[src/rtl/uart_pkg.sv]
// Shared types and line levels for the FIFO-fed UART transmitter.
// Exports the FSM state enum and the start/stop/idle line constants.
package uart_pkg;

  typedef enum logic [2:0] {
    ST_IDLE,
    ST_FETCH,
    ST_LOAD,
    ST_START,
    ST_DATA,
    ST_STOP
  } uart_state_e;

  localparam logic UART_START_BIT = 1'b0;
  localparam logic UART_STOP_BIT  = 1'b1;
  localparam logic UART_IDLE      = 1'b1;

endpackage

[src/rtl/uart_baud_cnt.sv]
// Bit-period counter: counts 0..CLKS_PER_BIT-1 and wraps.
// Ports: clk, rst, clr (sync clear), bit_tick (high on last count).
module uart_baud_cnt #(
  parameter int CLKS_PER_BIT = 8
) (
  input  logic clk,
  input  logic rst,
  input  logic clr,
  output logic bit_tick
);

  localparam int CW = (CLKS_PER_BIT > 1) ? $clog2(CLKS_PER_BIT) : 1;
  localparam logic [CW-1:0] LAST = CW'(CLKS_PER_BIT - 1);

  logic [CW-1:0] cnt;

  assign bit_tick = (cnt == LAST);

  always_ff @(posedge clk) begin
    if (rst || clr) begin
      cnt <= '0;
    end else if (bit_tick) begin
      cnt <= '0;
    end else begin
      cnt <= cnt + CW'(1);
    end
  end

endmodule

[src/rtl/fifo_uart_tx.sv]
// Pops bytes from a FIFO and sends them as 8N1 UART frames.
// Ports: clk, rst, tx_en, fifo_empty, fifo_rd_data in;
//        fifo_rd_en, tx, busy, tx_done out.
module fifo_uart_tx
  import uart_pkg::*;
#(
  parameter int CLKS_PER_BIT = 8,
  parameter int DATA_W       = 8
) (
  input  logic              clk,
  input  logic              rst,
  input  logic              tx_en,
  input  logic              fifo_empty,
  input  logic [DATA_W-1:0] fifo_rd_data,
  output logic              fifo_rd_en,
  output logic              tx,
  output logic              busy,
  output logic              tx_done
);

  localparam int BW = (DATA_W > 1) ? $clog2(DATA_W) : 1;
  localparam logic [BW-1:0] LAST_BIT = BW'(DATA_W - 1);

  uart_state_e       state;
  logic [DATA_W-1:0] shift;
  logic [BW-1:0]     bit_idx;
  logic              bit_tick;
  logic              baud_clr;

  // Counter only runs while the line is driving a frame bit.
  assign baud_clr = !(state == ST_START ||
                      state == ST_DATA  ||
                      state == ST_STOP);

  uart_baud_cnt #(
    .CLKS_PER_BIT(CLKS_PER_BIT)
  ) u_baud (
    .clk     (clk),
    .rst     (rst),
    .clr     (baud_clr),
    .bit_tick(bit_tick)
  );

  always_ff @(posedge clk) begin
    if (rst) begin
      state      <= ST_IDLE;
      shift      <= '0;
      bit_idx    <= '0;
      fifo_rd_en <= 1'b0;
      tx         <= UART_IDLE;
      busy       <= 1'b0;
      tx_done    <= 1'b0;
    end else begin
      tx_done <= 1'b0;
      unique case (state)
        ST_IDLE: begin
          tx <= UART_IDLE;
          if (tx_en && !fifo_empty) begin
            fifo_rd_en <= 1'b1;
            busy       <= 1'b1;
            state      <= ST_FETCH;
          end
        end
        ST_FETCH: begin
          fifo_rd_en <= 1'b0;
          state      <= ST_LOAD;
        end
        ST_LOAD: begin
          shift <= fifo_rd_data;
          tx    <= UART_START_BIT;
          state <= ST_START;
        end
        ST_START: begin
          if (bit_tick) begin
            tx      <= shift[0];
            shift   <= shift >> 1;
            bit_idx <= '0;
            state   <= ST_DATA;
          end
        end
        ST_DATA: begin
          if (bit_tick) begin
            if (bit_idx == LAST_BIT) begin
              tx    <= UART_STOP_BIT;
              state <= ST_STOP;
            end else begin
              tx      <= shift[0];
              shift   <= shift >> 1;
              bit_idx <= bit_idx + BW'(1);
            end
          end
        end
        ST_STOP: begin
          if (bit_tick) begin
            tx_done <= 1'b1;
            busy    <= 1'b0;
            state   <= ST_IDLE;
          end
        end
        default: state <= ST_IDLE;
      endcase
    end
  end

endmodule
[config.mk]
export PLATFORM = sky130hd
export DESIGN_NAME = fifo_uart_tx
export DESIGN_NICKNAME = d
export VERILOG_FILES = /design/src/rtl/uart_pkg.sv /design/src/rtl/uart_baud_cnt.sv /design/src/rtl/fifo_uart_tx.sv
export SDC_FILE = /design/constraint.sdc
export NUM_CORES = 1
export LEC_CHECK = 0
export CAP_MARGIN = 20
export CORE_ASPECT_RATIO = 1.1
export CORE_UTILIZATION = 40
export CTS_CLUSTER_SIZE = 10
export DETAILED_ROUTE_END_ITERATION = 6
export DONT_BUFFER_PORTS = 1
export GPL_TIMING_DRIVEN = 0
export SYNTH_ARGS = -nofsm -noshare
export SYNTH_HDL_FRONTEND = slang
export SYNTH_HIERARCHICAL = 1
export SYNTH_SLANG_ARGS = --single-unit
export TNS_END_PERCENT = 5
[constraint.sdc]
create_clock -name clk -period 2.36 [get_ports clk]
set_input_delay 0.708 -clock clk [delete_from_list [all_inputs] [get_ports clk]]
set_output_delay 0.708 -clock clk [all_outputs]
set_load 0.02 [all_outputs]
==> metrics.txt, run 1 <==
I/O Pins=16; H-tree Lvls=1; Yosys top cell area share=a little under two fifths; RR Startpoint=u_baud/cnt[0]$_SDFF_PP0_; post-route design area=1180 um2; clk buf depth=2; root buf cell=clkbuf_4; DR pass1 iterations=3; Slew headroom=between 60 and 70%; Reg clk slew, reported paths=between 100 and 150 ps; Non-Filler Instances=about 150; Post-synth ARST share=0%; Mapped Nets=130; via density per instance=between 5 and 6; final hold vios=0; post-DP HPWL=between 1500 and 2000 um; main area contributors after synthesis=dfxtp_1 38%, mux2i_1 8.1%, a21oi_2 5.5%; share of post-route cells with drive strength above 1=between 10% and 20%; most frequent CP cell=ha_1; worst slew pin tran=about 530 ps; CTS tree=built; antenna diode count=0; Core Box Area=roughly 2600 um2; Iter 0 DRT Violations=13; VDD IR max=approximately 0.35 mV; die width=around 52 um; Lkg Pwr=between 0.0004 and 0.0005 uW; Slowest-stage cell, CP=ha_1; hold_ws=about 440 ps; register area share after synthesis=37.8%; top_reg_cell synth=dfxtp_1; Num CTS Buffers=3; Die ar.=~3000 um2; Worst Setup Start Kind=register; min-delay worst type=reg2reg; CTS sink count=21; critical-path cell list=ha_1 > ha_1 > inv_1 > a21oi_2 > or2_1 > buf_6 > a311oi_2; Pwr Total=about 1100 uW; Core Rows=19; Cell Pwr Density=892 nW/um2; Layout Nets=between 100 and 150; Worst Path Buf+Inv=2; worst path arrival time=roughly 2100 ps; routed via count=~850; Residual DRC=0; CTS Hold Bufs=0; Slew Limit Fails=0; total congestion overflow=0; min Tclk post-route=~1900 ps; Total GRT Usage=between 15 and 20%; required time of the critical path=2550 ps; Post-synth EDFFs=0; count of final setup violators=0; CP max stage delay=about 380 ps; Post-CTS Setup Bufs=0; hold path start=u_baud/cnt[0]$_SDFF_PP0_; Post-CTS Resized=0; post-placement cell area=about 1200 um2; Clock Skew=18.1 ps; CP delay by family, top=adder cells; RSZ-0062 raised after global routing=no; Initial Util=between 40 and 50%; Yosys top cell by area=dfxtp_1; final antenna-violating net count=0; total wire length=around 2200 um; max_cap viols=0; Setup Crit Path Kind=reg2reg; PortBufs=0; GP Congestion=around 0.79; syn_area_per_cell=about 9.8 um2; largest net degree at the start of global routing=12; Cells after Synth=between 100 and 150; synth warn=6; post-synth cell types=38; cell count after placement=between 100 and 150; vias in the first global route=around 840; Crit. End Element=register; origin of the worst setup path=u_baud/cnt[0]$_SDFF_PP0_; global-route wire length before repair=~3700 um; Skew-Pair Late Insertion Delay=310 ps; wire length per cell=14.8 um; die height=approximately 57 um; setup TNS=0 ps; flops & latches, synth=21; initial antenna violation count=0; status=complete, no violations; area added between synthesis and finish=5.85%; period utilization=82.5%; Mapped Area=1110 um2; fmax=0.514 GHz; crit path max fanout=11
[power breakdown]
group | leakage (uW) | internal [uW] | total, uW | switching [uW]
clock network | 0.0000150 | 65.9 | 181 | 115
registers | 0.000171 | 423 | 481 | 57.7
logic | 0.000305 | 171 | 388 | 217
total | 0.000492 | 660 | 1050 | 390
[state kept, by name, indices dropped and copies added, names as in the netlist]
register	count
shift	8
bit_idx	3
state	3
u_baud/cnt	3
busy	1
fifo_rd_en	1
tx	1
tx_done	1
[per-stage QoR]
step | worst slack, ps | util (%)
2_1_floorplan | 612 | -
3_3_place_gp | 419 | 44.8
3_5_place_dp | 395 | 44.8
4_1_cts | 394 | 45.9
5_1_grt | 261 | 45.9
6_report | 413 | 45.9
[per-layer routing]
layer / wire length (um) / up-vias / track usage (%)
met2: 1060 / 14 / 28.2
li1: - / 427 / -
met3: 58 / 4 / 2.40
met5: 0 / - / 0
met1: 1060 / 407 / 20.1
met4: 22 / 0 / 6.77
[placed cells by master (no fill, tap or decap), types with 2 or more instances in the layout]
cell / Yosys / routed
clkbuf_4: 0 / 3
a21oi_2: 7 / 7
o21a_1: 2 / 2
ha_1: 4 / 4
a22oi_1: 5 / 5
nand2_1: 7 / 7
clkbuf_1: 1 / 2
nor3_1: 2 / 2
or2_2: 2 / 2
o21ai_0: 3 / 3
dfxtp_1: 21 / 21
a21oi_1: 3 / 3
nor4_1: 2 / 2
nor4b_1: 2 / 2
o31ai_1: 6 / 6
buf_6: 4 / 4
nor3b_1: 3 / 3
nor2_1: 9 / 9
mux2i_1: 9 / 9
inv_1: 3 / 3
[synthesized netlist by cell type, types with 2 or more instances]
master,n
inv_1,3
nor4b_1,2
or2_2,2
a21oi_1,3
nor3b_1,3
dfxtp_1,21
a22oi_1,5
o31ai_1,6
o21a_1,2
mux2i_1,9
nor3_1,2
nor4_1,2
nor2_1,9
buf_6,4
o21ai_0,3
nand2_1,7
a21oi_2,7
ha_1,4
[worst register-to-register path: stages, from the launching register on]
cell and delay [ps]:
dfxtp_1 360, ha_1 150, ha_1 380, inv_1 160, a21oi_2 380, or2_1 170
buf_6 140, a311oi_2 90
[path summary, 6_finish.rpt]
path,cells after the start,slack (ps),endpoint
setup / recovery,7,410,shift[6]$_SDFFE_PP0P_
hold / removal,1,440,u_baud/cnt[0]$_SDFF_PP0_
setup reg to reg,7,410,shift[6]$_SDFFE_PP0P_
hold reg to reg,1,440,u_baud/cnt[0]$_SDFF_PP0_
[kinds of logic (layout without fill, tap and decap cells)]
group / count (synthesis) / count (layout) / synth area share (%)
AOI/OAI and AO/OA: 32 / 32 / 22.5
adders and majority gates: 4 / 4 / 4.50
buffers and inverters: 11 / 15 / 7.76
DFF: 21 / 21 / 37.8
muxes: 9 / 9 / 8.10
and+or+nand+nor: 37 / 37 / 19.3
[cell type report]
cell class                      count  area [um2]
Inverter                            4        15.0
Buffer                              7        71.3
Sequential cell                    21         420
Tap cell                           31        38.8
Multi-Input combinational cell     82         606
Fill cell                         251        1390
Clock buffer                        4        26.3
No activity file was read; power rests on OpenSTA's default activity.
==> inputs of run 2 (changes only) <==
==> constraint.sdc (replaced) <==
create_clock -name clk -period 1.7 [get_ports clk]
set_input_delay 0.51 -clock clk [delete_from_list [all_inputs] [get_ports clk]]
set_output_delay 0.51 -clock clk [all_outputs]
set_load 0.02 [all_outputs]
==> metrics.txt, run 2 (synthesized netlist as in run 1, its figures left out) <==
total wire length=2180 um (-1.1%); fmax=0.585 GHz (+14%); Fill cells=256 (+2.0%); post-DP HPWL=1500 um (-3.3%); Comb pwr share=38.2% (+1.2 points); Lkg Pwr=0.000534 uW (+8.6%); CTS sink count=21 (unchanged); share of post-route cells with drive strength above 1=29.9% (+10 points); die width=52.3 um (unchanged); Clock Skew=9.33 ps (-8.78 ps); leading cell type in the layout, fill and taps excluded=dfxtp_1; worst path arrival time=1960 ps (-180 ps); via density per instance=5.49 (-4.0%); Slew Limit Fails=0 (unchanged); die height=57.3 um (unchanged); switching share of power=36.8% (-0.35 points); root buf cell=clkbuf_4; setup TNS=-9.05 ps (-9.05 ps); Initial Util=43.3% (unchanged); Reg clk slew, reported paths=110 ps (-20 ps); Die ar.=3000 um2 (unchanged); status=complete, but fails checks; GP Congestion=0.821 (+3.5%); Non-Filler Instances=158 (+6.0%); Clk pwr share=16.8% (-0.4 points); Crit. End Element=register; Largest Register=shift; H-tree Lvls=1 (unchanged); Final Util=50.0% (+4.1 points); min-delay worst type=in2reg; CTS Hold Bufs=0 (unchanged); routed via count=867 (+1.8%); register share of total power=44.9% (-0.9 points); CTS tree=built; final antenna-violating net count=0 (unchanged); post-layout worst setup margin=-9.05 ps (-422 ps); failing checks=setup timing; crit path max fanout=4 (-7); vias in the first global route=838 (-0.59%); Core Rows=19 (unchanged); global-route wire length before repair=3720 um (+1.3%); I/O Pins=16 (unchanged); total congestion overflow=0 (unchanged); count of final setup violators=1 (+1); required time of the critical path=1950 ps (-600 ps); VDD IR max=0.712 mV (+110%); max reg flops=8 (unchanged); switching power total=548 uW (+41%); wire length per cell=13.8 um (-6.7%); Slew headroom=65.5% (+0.58 points); largest net degree at the start of global routing=12 (unchanged); worst slew pin tran=517 ps (-8.65 ps); period utilization=101% (+18 points); Layout Nets=144 (+6.7%); area added between synthesis and finish=15.4%; min Tclk post-route=1710 ps (-238 ps); P_int=942 uW (+43%); Total GRT Usage=16.5% (+0.11 points); Core Box Area=2570 um2 (unchanged); PortBufs=0 (unchanged); Worst Setup Start Kind=register; max_cap viols=0 (unchanged); antenna diode count=0 (unchanged); Iter 0 DRT Violations=18 (+5); clk buf depth=2 (unchanged); Setup Crit Path Kind=reg2reg; Skew-Pair Late Insertion Delay=310 ps (about the same); Residual DRC=0 (unchanged); most frequent cells in the layout=18 x dfxtp_1, 10 x buf_4, 9 x nor2_1, 9 x mux2i_1, 7 x nand2_1; RSZ-0062 raised after global routing=yes; final hold vios=0 (unchanged); Num CTS Buffers=3 (unchanged); initial antenna violation count=0 (unchanged); worst slack, placed=-118 ps (-513 ps); Cell Pwr Density=1160 nW/um2 (+30%); cell count after placement=145 (unchanged); DR pass1 iterations=4 (+1)
==> run 2: worst max-delay path: stages (launching register included) <==
cell and delay [ps]:
dfxtp_2 360, ha_4 160, ha_4 170, and4bb_1 210, and2_4 170, or2_1 210
buf_6 120, buf_4 150, a21oi_2 110
==> run 2: worst paths after layout <==
| check | startpoint | endpoint | slack [ps] | cells after the start |
|---|---|---|---|---|
| max | u_baud/cnt[0]$_SDFF_PP0_ | shift[1]$_SDFFE_PP0P_ | -9 | 8 |
| min | rst | u_baud/cnt[0]$_SDFF_PP0_ | 260 | 1 |
| max reg2reg | u_baud/cnt[0]$_SDFF_PP0_ | shift[1]$_SDFFE_PP0P_ | -9 | 8 |
| min reg2reg | u_baud/cnt[0]$_SDFF_PP0_ | u_baud/cnt[0]$_SDFF_PP0_ | 450 | 1 |
==> run 2: final cells by class <==
| class | instances | area [um2] | share of cell area [%] |
|---|---|---|---|
| multi-input combinational | 82 | 641 | 49.9 |
| buffer | 7 | 71.3 | 5.56 |
| clock buffer | 4 | 26.3 | 2.05 |
| tap | 31 | 38.8 | 3.02 |
| sequential | 21 | 424 | 33.0 |
| timing repair buffer | 9 | 67.6 | 5.26 |
| inverter | 4 | 15.0 | 1.17 |
==> run 2: metal layers <==
metal	track usage (%)	routed length [um]
met5	0	0
met4	7.14	27
met3	2.67	73
met2	26.8	1040
met1	21.4	1040
==> run 2: per-stage QoR <==
stage / instance area, um2 / hold slack [ps] / power [uW]
3_3_place_gp: 1150 / 411 / 1200
4_1_cts: 1240 / 252 / 1480
3_5_place_dp: 1150 / 420 / 1210
6_report: 1280 / 259 / 1490
2_1_floorplan: 1110 / 399 / 1120
5_1_grt: 1280 / 249 / 1590
==> run 2: repair_timing <==
item / CTS / global route
resized for setup: 7 / 1
buffers inserted: 4 / 5
pin swaps: 0 / 5
setup endpoints to repair: 7 / 6
==> run 2: power groups by stage <==
stage	logic, uW	clock network [uW]	registers (uW)
floorplan	451	0	666
global placement	526	0	676
detailed placement	534	0	679
CTS	549	256	669
global route	632	273	687
finish	569	251	670
==> inputs of run 3 (changes only) <==
--- a/config.mk
+++ b/config.mk
@@ -12,6 +12,7 @@
 export DETAILED_ROUTE_END_ITERATION = 6
 export DONT_BUFFER_PORTS = 1
 export GPL_TIMING_DRIVEN = 0
+export SKIP_CTS_REPAIR_TIMING = 1
 export SYNTH_ARGS = -nofsm -noshare
 export SYNTH_HDL_FRONTEND = slang
 export SYNTH_HIERARCHICAL = 1
==> metrics.txt, run 3 (synthesized netlist as in run 1, its figures left out) <==
via density per instance=5.52 (+0.52%); reg2reg setup slack=-20 ps (about the same); Die ar.=3000 um2 (unchanged); Reg clk slew, reported paths=110 ps (about the same); fmax=0.581 GHz (-0.64%); I/O Pins=16 (unchanged); routed via count=866 (-0.12%); RR Startpoint=u_baud/cnt[0]$_SDFF_PP0_; Slew Limit Fails=0 (unchanged); Worst Setup Start Kind=register; Total GRT Usage=16.1% (-0.49 points); max_cap viols=0 (unchanged); setup TNS=-30.7 ps (-21.7 ps); R2R Path End=shift[1]$_SDFFE_PP0P_; CTS tree=built; Crit. End Element=register; CP max stage delay=350 ps (about the same); Core Rows=19 (unchanged); post-layout worst setup margin=-20.0 ps (-11.0 ps); Num CTS Buffers=3 (unchanged); root buf cell=clkbuf_4; clk buf depth=2 (unchanged); worst slew pin tran=511 ps (-6.31 ps); min-delay worst type=in2reg; Layout Nets=143 (-0.69%); antenna diode count=0 (unchanged); RSZ-0062 raised after global routing=yes; Pwr Total=1490 uW (-0.14%); post-DP HPWL=1500 um (unchanged); Iter 0 DRT Violations=21 (+3); Worst Reg-to-Reg Cells=8 (unchanged); CTS sink count=21 (unchanged); min Tclk post-route=1720 ps (+11.0 ps); Slew headroom=65.9% (+0.42 points); Slowest-stage cell, CP=dfxtp_2; most frequent CP cell=ha_4; leading cell type in the layout, fill and taps excluded=dfxtp_1; largest net degree at the start of global routing=12 (unchanged); Largest Register=shift; final hold vios=0 (unchanged); failing checks=setup timing; required time of the critical path=1940 ps (about the same); GP Congestion=0.821 (unchanged); crit path max fanout=8 (+4); period utilization=101% (+0.65 points); status=complete, but fails checks; PortBufs=0 (unchanged); Lkg Pwr=0.000529 uW (-1.0%); Residual DRC=0 (unchanged); count of final setup violators=2 (+1); DR pass1 iterations=4 (unchanged); Skew-Pair Late Insertion Delay=310 ps (about the same); Core Box Area=2570 um2 (unchanged); Setup Crit Path Kind=reg2reg; VDD IR max=0.716 mV (+0.57%); die height=57.3 um (unchanged); total congestion overflow=0 (unchanged); hold path start=rst; global-route wire length before repair=3620 um (-2.8%); total wire length=2170 um (-0.69%); Hold Path Sink=u_baud/cnt[0]$_SDFF_PP0_; H-tree Lvls=1 (unchanged); most frequent cells in the layout=18 x dfxtp_1, 9 x buf_4, 9 x nor2_1, 9 x mux2i_1, 7 x nand2_1; initial antenna violation count=0 (unchanged); critical-path cell list=ha_4 > ha_4 > and4bb_1 > and2_4 > or2_1 > buf_6 > buf_4 > a21oi_2; worst slack, placed=-118 ps (unchanged); wire length per cell=13.8 um (about the same); Initial Util=43.3% (unchanged); final antenna-violating net count=0 (unchanged); Cell Pwr Density=1170 nW/um2 (+0.45%); Final Util=49.7% (-0.29 points); vias in the first global route=818 (-2.4%); worst path arrival time=1960 ps (about the same); die width=52.3 um (unchanged); Clock Skew=15.8 ps (+6.50 ps); area added between synthesis and finish=14.7%; share of post-route cells with drive strength above 1=29.4% (-0.56 points); max reg flops=8 (unchanged); Worst Hold Path Cells=1 (unchanged); Fill cells=257 (+0.39%)
[run 3: cell count changes in the layout (fill, tap and decap cells not counted)]
| cell | before | now |
|---|---|---|
| buf_4 | 10 | 9 |
[run 3: final cells by class]
class / count / area, um2 / share of cell area [%]
Buffer: 7 / 71.3 / 5.59
Clock buffer: 4 / 26.3 / 2.06
Inverter: 4 / 15.0 / 1.18
Multi-Input combinational cell: 82 / 641 / 50.2
Sequential cell: 21 / 424 / 33.2
Tap cell: 31 / 38.8 / 3.04
Timing Repair Buffer: 8 / 60.1 / 4.71
[run 3: routing by layer]
metal  vias to the layer above  GRT usage, %  share of wire [%]
met4                         0          6.77                1.8
met5                         -             0                  0
met1                       404          20.8                 46
met2                        20          26.0                 48
met3                         5          2.67                4.1
li1                        437             -                  -
[run 3: power breakdown]
group | total, uW | leakage (uW) | switching (uW) | internal [uW]
sequential | 669 | 0.000173 | 81.3 | 588
combinational | 569 | 0.000341 | 306 | 263
clock | 250 | 0.0000150 | 159 | 91.6
total | 1490 | 0.000529 | 546 | 942
[run 3: through the flow]
stage / hold WS (ps) / std cells / cell area (um2)
2_1_floorplan: 399 / 114 / 1110
3_3_place_gp: 411 / 145 / 1150
3_5_place_dp: 420 / 145 / 1150
4_1_cts: 261 / 149 / 1180
5_1_grt: 247 / 157 / 1280
6_report: 261 / 157 / 1280
[run 3: critical path: cells and delay by family (launching register included)]
kind / cells / cell delay (ps)
flip-flops: 1 / 350
AO/OA/AOI/OAI: 1 / 110
adder cells (fa/ha/maj): 2 / 340
buffers and inverters: 2 / 270
AND/OR/NAND/NOR: 3 / 590
[run 3: worst max path at each step]
stage          depth (start not counted)                      from                     to
2_1_floorplan                          7  u_baud/cnt[0]$_SDFF_PP0_  shift[6]$_SDFFE_PP0P_
3_3_place_gp                           7  u_baud/cnt[0]$_SDFF_PP0_  shift[6]$_SDFFE_PP0P_
3_5_place_dp                           7  u_baud/cnt[0]$_SDFF_PP0_  shift[6]$_SDFFE_PP0P_
4_1_cts                                7  u_baud/cnt[0]$_SDFF_PP0_  shift[6]$_SDFFE_PP0P_
5_1_grt                                7  u_baud/cnt[0]$_SDFF_PP0_  shift[6]$_SDFFE_PP0P_
6_report                               8  u_baud/cnt[0]$_SDFF_PP0_  shift[1]$_SDFFE_PP0P_
